### src/rtl/kf8237_pkg.sv
// kf8237_pkg: shared types and constants for the KF8237 DMA controller
package kf8237_pkg;

    typedef enum logic [2:0] {SI, S0, S1, S2, S3, S4, CASC} state_t;

    typedef enum logic [1:0] {DEMAND, SINGLE, BLOCK, CASCADE} mode_t;

    typedef enum logic [1:0] {VERIFY, WRITE, READ, VERIFY_ALT} xfer_t;

    localparam int CMD_DISABLE   = 2;
    localparam int CMD_EXT_WRITE = 5;

    function automatic logic [1:0] onehot_index(input logic [3:0] v);
        return v[0] ? 2'd0 : v[1] ? 2'd1 : v[2] ? 2'd2 : 2'd3;
    endfunction

endpackage

### src/rtl/kf8237_timing_and_control.sv
// kf8237_timing_and_control: DMA cycle sequencer, bus strobes and mode registers
module kf8237_timing_and_control
    import kf8237_pkg::*;
(
    input  logic       clock,
    input  logic       reset,
    input  logic [7:0] internal_data_bus,
    input  logic       write_command_register,
    input  logic       write_mode_register,
    input  logic       master_clear,
    input  logic [3:0] encoded_dma,
    input  logic       ready,
    input  logic       hold_acknowledge,
    input  logic       end_of_process_n_in,
    input  logic       terminal_count,
    output logic       hold_request,
    output logic [3:0] dma_acknowledge_internal,
    output logic       lock_bus_control,
    output logic       address_enable,
    output logic       address_strobe,
    output logic       io_read_n_out,
    output logic       io_write_n_out,
    output logic       memory_read_n,
    output logic       memory_write_n,
    output logic       end_of_process_n_out,
    output logic       transfer_step,
    output logic [3:0] tc_reached
);

    state_t     state, nxt;
    logic [3:0] chan;
    logic [5:0] mode_reg [4];
    logic [5:0] sel_mode;
    mode_t      act_mode;
    xfer_t      act_xfer;
    logic       cmd_disable, cmd_ext_write;
    logic       eop_seen, eop_flag, hlda_lost;
    logic       req_held, eop_cond, late_eop, finish, enter_eop, rd_on, wr_on;
    logic       unused_mode_bits;

    // bits 3:2 (autoinit/decrement) are consumed by the address/count block
    assign sel_mode         = mode_reg[onehot_index(encoded_dma)];
    assign unused_mode_bits = ^sel_mode[3:2];

    assign req_held  = |(encoded_dma & chan);
    // the count block holds terminal_count through the final word, so it is taken on entry to S4
    assign eop_cond  = terminal_count | eop_seen | ~end_of_process_n_in;
    assign enter_eop = state == S3 && nxt == S4 && eop_cond;
    assign late_eop  = state == S4 && !eop_flag && !end_of_process_n_in;
    assign finish    = eop_flag | late_eop | hlda_lost | ~hold_acknowledge;
    assign rd_on     = nxt == S2 || nxt == S3;
    assign wr_on     = nxt == S3 || (nxt == S2 && cmd_ext_write);

    // next-state selection for the DMA cycle sequence
    always_comb begin
        nxt = state;
        case (state)
            SI:      nxt = (|encoded_dma && !cmd_disable) ? S0 : SI;
            S0:      nxt = hold_acknowledge ? (act_mode == CASCADE ? CASC : S1) : S0;
            CASC:    nxt = req_held ? CASC : SI;
            S1:      nxt = S2;
            S2:      nxt = S3;
            S3:      nxt = ready ? S4 : S3;
            S4:      nxt = (finish || act_mode == SINGLE || (act_mode == DEMAND && !req_held)) ? SI : S1;
            default: nxt = SI;
        endcase
    end

    // state, registers and outputs, all decoded from the state being entered
    always_ff @(posedge clock) begin
        if (reset || master_clear) begin
            state                    <= SI;
            chan                     <= '0;
            act_mode                 <= DEMAND;
            act_xfer                 <= VERIFY;
            cmd_disable              <= 1'b0;
            cmd_ext_write            <= 1'b0;
            eop_seen                 <= 1'b0;
            eop_flag                 <= 1'b0;
            hlda_lost                <= 1'b0;
            for (int i = 0; i < 4; i++) mode_reg[i] <= '0;
            hold_request             <= 1'b0;
            dma_acknowledge_internal <= '0;
            lock_bus_control         <= 1'b0;
            address_enable           <= 1'b0;
            address_strobe           <= 1'b0;
            io_read_n_out            <= 1'b1;
            io_write_n_out           <= 1'b1;
            memory_read_n            <= 1'b1;
            memory_write_n           <= 1'b1;
            end_of_process_n_out     <= 1'b1;
            transfer_step            <= 1'b0;
            tc_reached               <= '0;
        end else begin
            state <= nxt;
            if (state == SI && nxt == S0) begin
                chan     <= 4'b1 << onehot_index(encoded_dma);
                act_mode <= mode_t'(sel_mode[5:4]);
                act_xfer <= xfer_t'(sel_mode[1:0]);
            end
            if (write_command_register) begin
                cmd_disable   <= internal_data_bus[CMD_DISABLE];
                cmd_ext_write <= internal_data_bus[CMD_EXT_WRITE];
            end
            if (write_mode_register) mode_reg[internal_data_bus[1:0]] <= internal_data_bus[7:2];
            eop_seen  <= (nxt == SI || nxt == S1) ? 1'b0 : eop_seen | ((state == S2 || state == S3) && !end_of_process_n_in);
            eop_flag  <= enter_eop;
            hlda_lost <= nxt == SI ? 1'b0 : hlda_lost | (state inside {S1, S2, S3, S4} && !hold_acknowledge);
            hold_request             <= nxt != SI;
            dma_acknowledge_internal <= (nxt inside {S1, S2, S3, S4, CASC}) ? chan : 4'b0;
            lock_bus_control         <= nxt inside {S1, S2, S3, S4};
            address_enable           <= nxt inside {S1, S2, S3, S4};
            address_strobe           <= nxt == S1;
            io_read_n_out            <= !(rd_on && act_xfer == WRITE);
            memory_read_n            <= !(rd_on && act_xfer == READ);
            memory_write_n           <= !(wr_on && act_xfer == WRITE);
            io_write_n_out           <= !(wr_on && act_xfer == READ);
            end_of_process_n_out     <= !enter_eop;
            transfer_step            <= nxt == S4;
            tc_reached               <= (enter_eop || late_eop) ? chan : 4'b0;
        end
    end

endmodule

### config.mk
export PLATFORM = sky130hd
export DESIGN_NAME = kf8237_timing_and_control
export DESIGN_NICKNAME = d
export VERILOG_FILES = /design/src/rtl/kf8237_pkg.sv /design/src/rtl/kf8237_timing_and_control.sv
export SDC_FILE = /design/constraint.sdc
export NUM_CORES = 1
export LEC_CHECK = 0
export ABC_AREA = 1
export ABC_CLOCK_PERIOD_IN_PS = 1400
export CAP_MARGIN = 0
export CORE_ASPECT_RATIO = 0.6
export CORE_MARGIN = 5
export CORE_UTILIZATION = 48
export CTS_BUF_LIST = sky130_fd_sc_hd__clkbuf_4
export CTS_CLUSTER_DIAMETER = 120
export DETAILED_ROUTE_END_ITERATION = 10
export PLACE_DENSITY = 0.8
export SETUP_SLACK_MARGIN = 0.4
export SYNTH_ARGS = -nofsm -noshare
export SYNTH_HDL_FRONTEND = slang
export SYNTH_SLANG_ARGS = --single-unit
### constraint.sdc
create_clock -name clock -period 1.4 [get_ports clock]
set_input_delay 0.28 -clock clock [delete_from_list [all_inputs] [get_ports clock]]
set_output_delay 0.28 -clock clock [all_outputs]
set_load 0.02 [all_outputs]
Word level (Yosys, flattened, before mapping) --
Memories as Yosys holds them, arrays and structs flattened. A register that Yosys moved wholly into a read port is not among the register bits. Index checks and enable logic that the tools add are counted.
Cells by class: bitwise gates (word level) 12, mux-type cells 18, eq/ne operators 16, shifts and indexed selects 1, reduce and logical (&&, ||, !) cells 46
Operators with widths (number):
- 3-bit one-hot mux with 7 select lines | 1
- 3-bit == test, second input constant | 6
- 1-bit logical AND | 14
- 3-bit by 2-bit == test with 1-bit output, second input constant | 4
- 1-bit zero test | 10
- 1-bit two-way mux | 9
- 3-bit two-way mux | 3
- 1-bit logical OR | 8
- 2-bit two-way mux | 4
- 4-bit nonzero test | 2
- 2-bit OR reduction | 4
- 4-bit OR reduction | 2
- 1-bit bitwise OR | 7
- 3-bit by 1-bit == test with 1-bit output, second input constant | 2
- 3-bit zero test | 2
- 6-bit two-way mux | 1
- 6-bit OR reduction | 1
- 5-bit nonzero test | 1
- 4-bit bitwise AND | 1
- 2-bit by 1-bit == test with 1-bit output, second input constant | 2
- 2-bit == test, second input constant | 2
- 1-bit NOT | 4
- 1-bit by 2-bit << shifter with 4-bit output, first input constant | 1
- 3-bit nonzero test | 1
- 2-bit zero test | 1
Word-level totals: memory bits (writable) 24, register bits 29, word-level logic and storage cells 112, output and inout port bits 18, memories 1
Memory list:
- mode_reg | words 4, bits a word 6, read ports 1, clocked after memory_dff 1, write ports 4, line kf8237_timing_and_control.sv:32 | logic [5:0] mode_reg [4];

Logic depth before layout (Yosys ltp) --
depth after elaboration 16, gate-level depth with buffers 9

Least setup slack after synthesis --
No wires, ideal clock.
kind input -> register, from input port master_clear, to memory mode_reg[0][0], enable pin, path slack -22 ps, stages 7, data required time 1092 ps, buffers on the path 0, arrival 1115 ps, path through nor2_4 > inv_2 > nor2_1 > inv_2 > nor2_2 > nand2_1 > nand2_1
RTL lines:
- from (decl) | line kf8237_timing_and_control.sv:10 | input logic master_clear,
- to (decl) | line kf8237_timing_and_control.sv:32

Final worst setup path --
from register state[1], to register memory_write_n
Between the ends: word-level cells in the longest chain between the ends 15
Ends and longest elaborated chain:
- from (decl) | line kf8237_timing_and_control.sv:30 | state_t state, nxt;
- from (signal assigned) | line kf8237_timing_and_control.sv:95 | state <= nxt;
- 3-bit == test | line kf8237_timing_and_control.sv:49, kf8237_timing_and_control.sv:57
- 1-bit logical AND (2 in series) | line kf8237_timing_and_control.sv:49 | assign late_eop = state == S4 && !eop_flag && !end_of_process_n_in;
- 1-bit bitwise OR (3 in series) | line kf8237_timing_and_control.sv:50 | assign finish = eop_flag | late_eop | hlda_lost | ~hold_acknowledge;
- 1-bit logical OR (2 in series) | line kf8237_timing_and_control.sv:64 | S4: nxt = (finish || act_mode == SINGLE || (act_mode == DEMAND && !req_held)) ? SI : S1;
- 2-bit two-way mux | line kf8237_timing_and_control.sv:64
- 3-bit one-hot mux with 7 select lines * | line kf8237_timing_and_control.sv:57 | case (state)
- 3-bit by 2-bit == test with 1-bit output | line kf8237_timing_and_control.sv:52 | assign wr_on = nxt == S3 || (nxt == S2 && cmd_ext_write);
- 1-bit logical AND | line kf8237_timing_and_control.sv:52
- 1-bit logical OR * | line kf8237_timing_and_control.sv:52
- 1-bit logical AND * | line kf8237_timing_and_control.sv:116 | memory_write_n <= !(wr_on && act_xfer == WRITE);
- 1-bit zero test * | line kf8237_timing_and_control.sv:116
- to (signal assigned) | line kf8237_timing_and_control.sv:116
- to (decl) | line kf8237_timing_and_control.sv:24 | output logic memory_write_n,
Every way passes the cells marked *; elsewhere a longest branch is shown, timed or not. A chain may end at the register's enable or synchronous reset.

==> metrics list <==
- The floorplan step set the die height to 61.0 µm.
- Post-synthesis cell area: 0.00208 mm²
* Post-placement cell area: approximately 0.0028 mm²
- Summed over all nets, the switching power comes to ~0.00074 W.
* Global-route total usage across every layer: between 10% and 20%
* Number of setup violations in the final report: 0
* CTS tree: done
- Estimated wirelength of the detail-placed design: 3500 µm
* Final hold vios: 0
- Synthesized net count: 264
- The worst setup path is of the reg2reg kind.
* Final instance count without filler cells: approximately 390
* Endpoint of the lowest-slack register-to-register path: memory_write_n$_SDFF_PP1_
- Design internal power: between 0.0015 and 0.002 W
- Area share of the leading cell type in the synthesized netlist: a little under a third
- Dividing total power by cell area gives a power density of 816 mW/mm².
- Clock latency on the worst-skew pair, taken at its later pin, is around 370 ps.
* Core box area: approximately 0.0041 mm²
* Cell Rows: 18
- Most used cells in the layout excluding fill and tap cells: buf_6, buf_4, nor2_1
* Part of the power in combinational logic: between 10% and 20%
* Maximum clock skew at final layout: 11.4 ps
* Critical Path Fanout Max: 6
* Worst setup EP type: register
- The congestion estimate from routability-driven global placement came to 0.876.
* CTS root buffer: clkbuf_4
- In this design, the stage delay of the slowest critical-path cell is ~440 ps.
- The initial utilization of the core area, before any placement, comes to about 50%.
- Largest net degree at the start of global routing: 16
- Count of state elements after synthesis: 49
- Crit start category: register
* Number of nets still failing antenna checks after routing: 0
* CTS Buf Count: 5
- The worst register-to-register path has a depth of 8.
- Per report_power, the sequential group accounts for between 50% and 60% of the total.
- The worst register-to-register path begins at state[1]$_SDFF_PP0_.
- Antenna diode count: 0
* Yosys warnings: 0
* Final Max Tran Viols: 0
* Critical path required time: between 1500 and 2000 ps
- Max-Cap Viols: 0
* Post-synthesis cell type with the largest combined area: dfxtp_1
* Highest clock frequency the design can meet: just over 0.7 GHz
* Fin nets: approximately 350
- Slowest cell on the critical path: dfxtp_4
* Total clock sinks: 49
- In this design, the critical path's most frequently occurring cell is nand2_2.
- Most area-consuming cells after synthesis: dfxtp_1, edfxtp_1, nor2_1, nand2_1, inv_1
- Data arrival time of the critical path: 1670 ps
- From synthesis to final layout, the design area changed by 56.8%.
* Via count of the first global-routing pass: between 1,500 and 2,000
* Overflow after GRT: 0
- The worst register-to-register path has a setup slack of 0.08 ps.
- Area enclosed by the die boundary: approximately 0.0058 mm²
- Class of the most critical hold timing path: in2reg
* CTS H-tree depth: 2
- Count of buffers from port buffering: 37
- Worst-path clk slew: approximately 140 ps
* DRC violations left: 0
- The register with the most flip-flops in the layout has 16 of them.
* Start point of the critical path: state[1]$_SDFF_PP0_
- Via count: about 1,900
- Power share of the clock group: 23.8%
- At the pin with the least slew margin, the transition time is approximately 300 ps.
* Sequential share of the synthesized area: between 50% and 60%
- Routed length per placed instance: 13.4 µm
- Buffers from clock root to sink, at most: 2
- Global-route wire length before repair: 7660 µm
* Outcome: finished, final reports clean
* Post-detailed-routing wire length: 5200 µm
- The first detailed-routing pass ran for 4 iterations.
* Share of post-route cells with drive strength above 1: between 50% and 60%
- After routing the design area is between 0.003 and 0.004 mm².
- Relative slew margins: between 80% and 90%
* Vias/cell: ~5
- Post-synthesis average cell area: approximately 8.6 µm²
* Static power due to leakage: 1.37 nW
- The initial antenna violation count was 0.
- In this run the count of I/O pins placed on the die edge is 39.
* Setup repair after global routing missed its margin: yes
- VDD sags by at most a little over 0.5 mV.
* Overall die width: roughly 95 µm
- The first routing iteration left just over 100 violations.
- Counting tap cells, the placed design contains a total of around 370 instances.
* Worst Setup EP: memory_write_n$_SDFF_PP1_
* Period utilisation layout: 100%
* Cell chain of the critical path: nand2_2, inv_2, nand2_2, o21bai_1, nand2_2, nand2_2, o21bai_4, nand3_2
* Switching power as a share of total power: between 20% and 30%
- Number of distinct library cells after synthesis: 28
- Hold repair after CTS inserted 0 buffers.
- Mapped Cells: approximately 240
- The design draws 0.00267 W.
* Shortest clock period the worst path allows after layout: 1400 ps
synthesized netlist by cell type (all sizes together):
cell and number:
a211oi 2, dfxtp 33, nand4 1, inv 38
buf 2, edfxtp 16, a21oi 13, o31ai 1
nor3 6, nor2 55, nand2 40, o21bai 2
o21ai 16, nand3b 1, nand3 12, clkbuf 1
a41oi 4
layer usage:
metal  up-vias  routed length [µm]  global-route usage, %
li1        949                   -                      -
met1       887                2340                   24.4
met2        63                2430                   27.3
met3         6                 366                   4.76
met4         0                  65                   7.39
met5         -                   0                      0
power groups by stage:
stage               registers, W  logic, W  clock network, W
floorplan                0.00157  0.000199                 0
detailed placement       0.00158  0.000373                 0
finish                   0.00155  0.000483          0.000635
global route             0.00156  0.000522          0.000711
global placement         0.00157  0.000368                 0
CTS                      0.00154  0.000414          0.000641
repair_timing:
item,4_1_cts,5_1_grt
endpoints found under the hold margin,0,0
buffers inserted,7,5
pin swaps,28,25
cloned,0,0
resized for setup,180,53
endpoints found under the setup margin,81,64
metrics by stage:
step	utilization [%]	hold WS [ps]	worst slack, ps	setup TNS (ps)
after floorplan	-	370	80.7	0
after global routing	78.9	361	-68.0	-354
after detailed placement	67.7	464	-441	-16710
after global placement	67.7	464	-401	-15040
final	78.9	365	0.0766	0
after CTS	74.1	367	56.8	0
cell type report:
class / instances / area [µm²]
inverters: 38 / 153
well taps: 60 / 75.1
clock inverters: 3 / 17.5
fillers: 270 / 876
flip-flops and latches: 49 / 1180
multi-input cells: 153 / 1070
clock buffers: 5 / 37.5
repair buffers: 79 / 736
cell families (layout without fill, tap and decap cells):
logic type	after synthesis	count (layout)	synth area share, %
buffers and inverters	41	125	7.92
flip-flops	49	49	54.7
AO/OA/AOI/OAI	38	38	11.9
AND/OR/NAND/NOR	115	115	25.4
critical path, delay by kind of cell (launching register included):
kind,cells,cell delay (ps)
simple gates,5,460
flops,1,440
compound gates,2,350
buf+inv,1,70
worst min path at each step:
stage / from / endpoint / slack [ps] / cells after the start
floorplan: write_command_register / cmd_disable$_SDFFE_PP0P_ / 370 / 1
global placement: eop_seen$_SDFF_PP0_ / eop_seen$_SDFF_PP0_ / 460 / 2
detailed placement: chan[3]$_SDFFE_PP0P_ / tc_reached[3]$_SDFF_PP0_ / 460 / 2
CTS: master_clear / chan[3]$_SDFFE_PP0P_ / 370 / 5
global route: master_clear / chan[0]$_SDFFE_PP0P_ / 360 / 5
finish: master_clear / chan[0]$_SDFFE_PP0P_ / 360 / 5
Power figures use the tool's default switching activity.
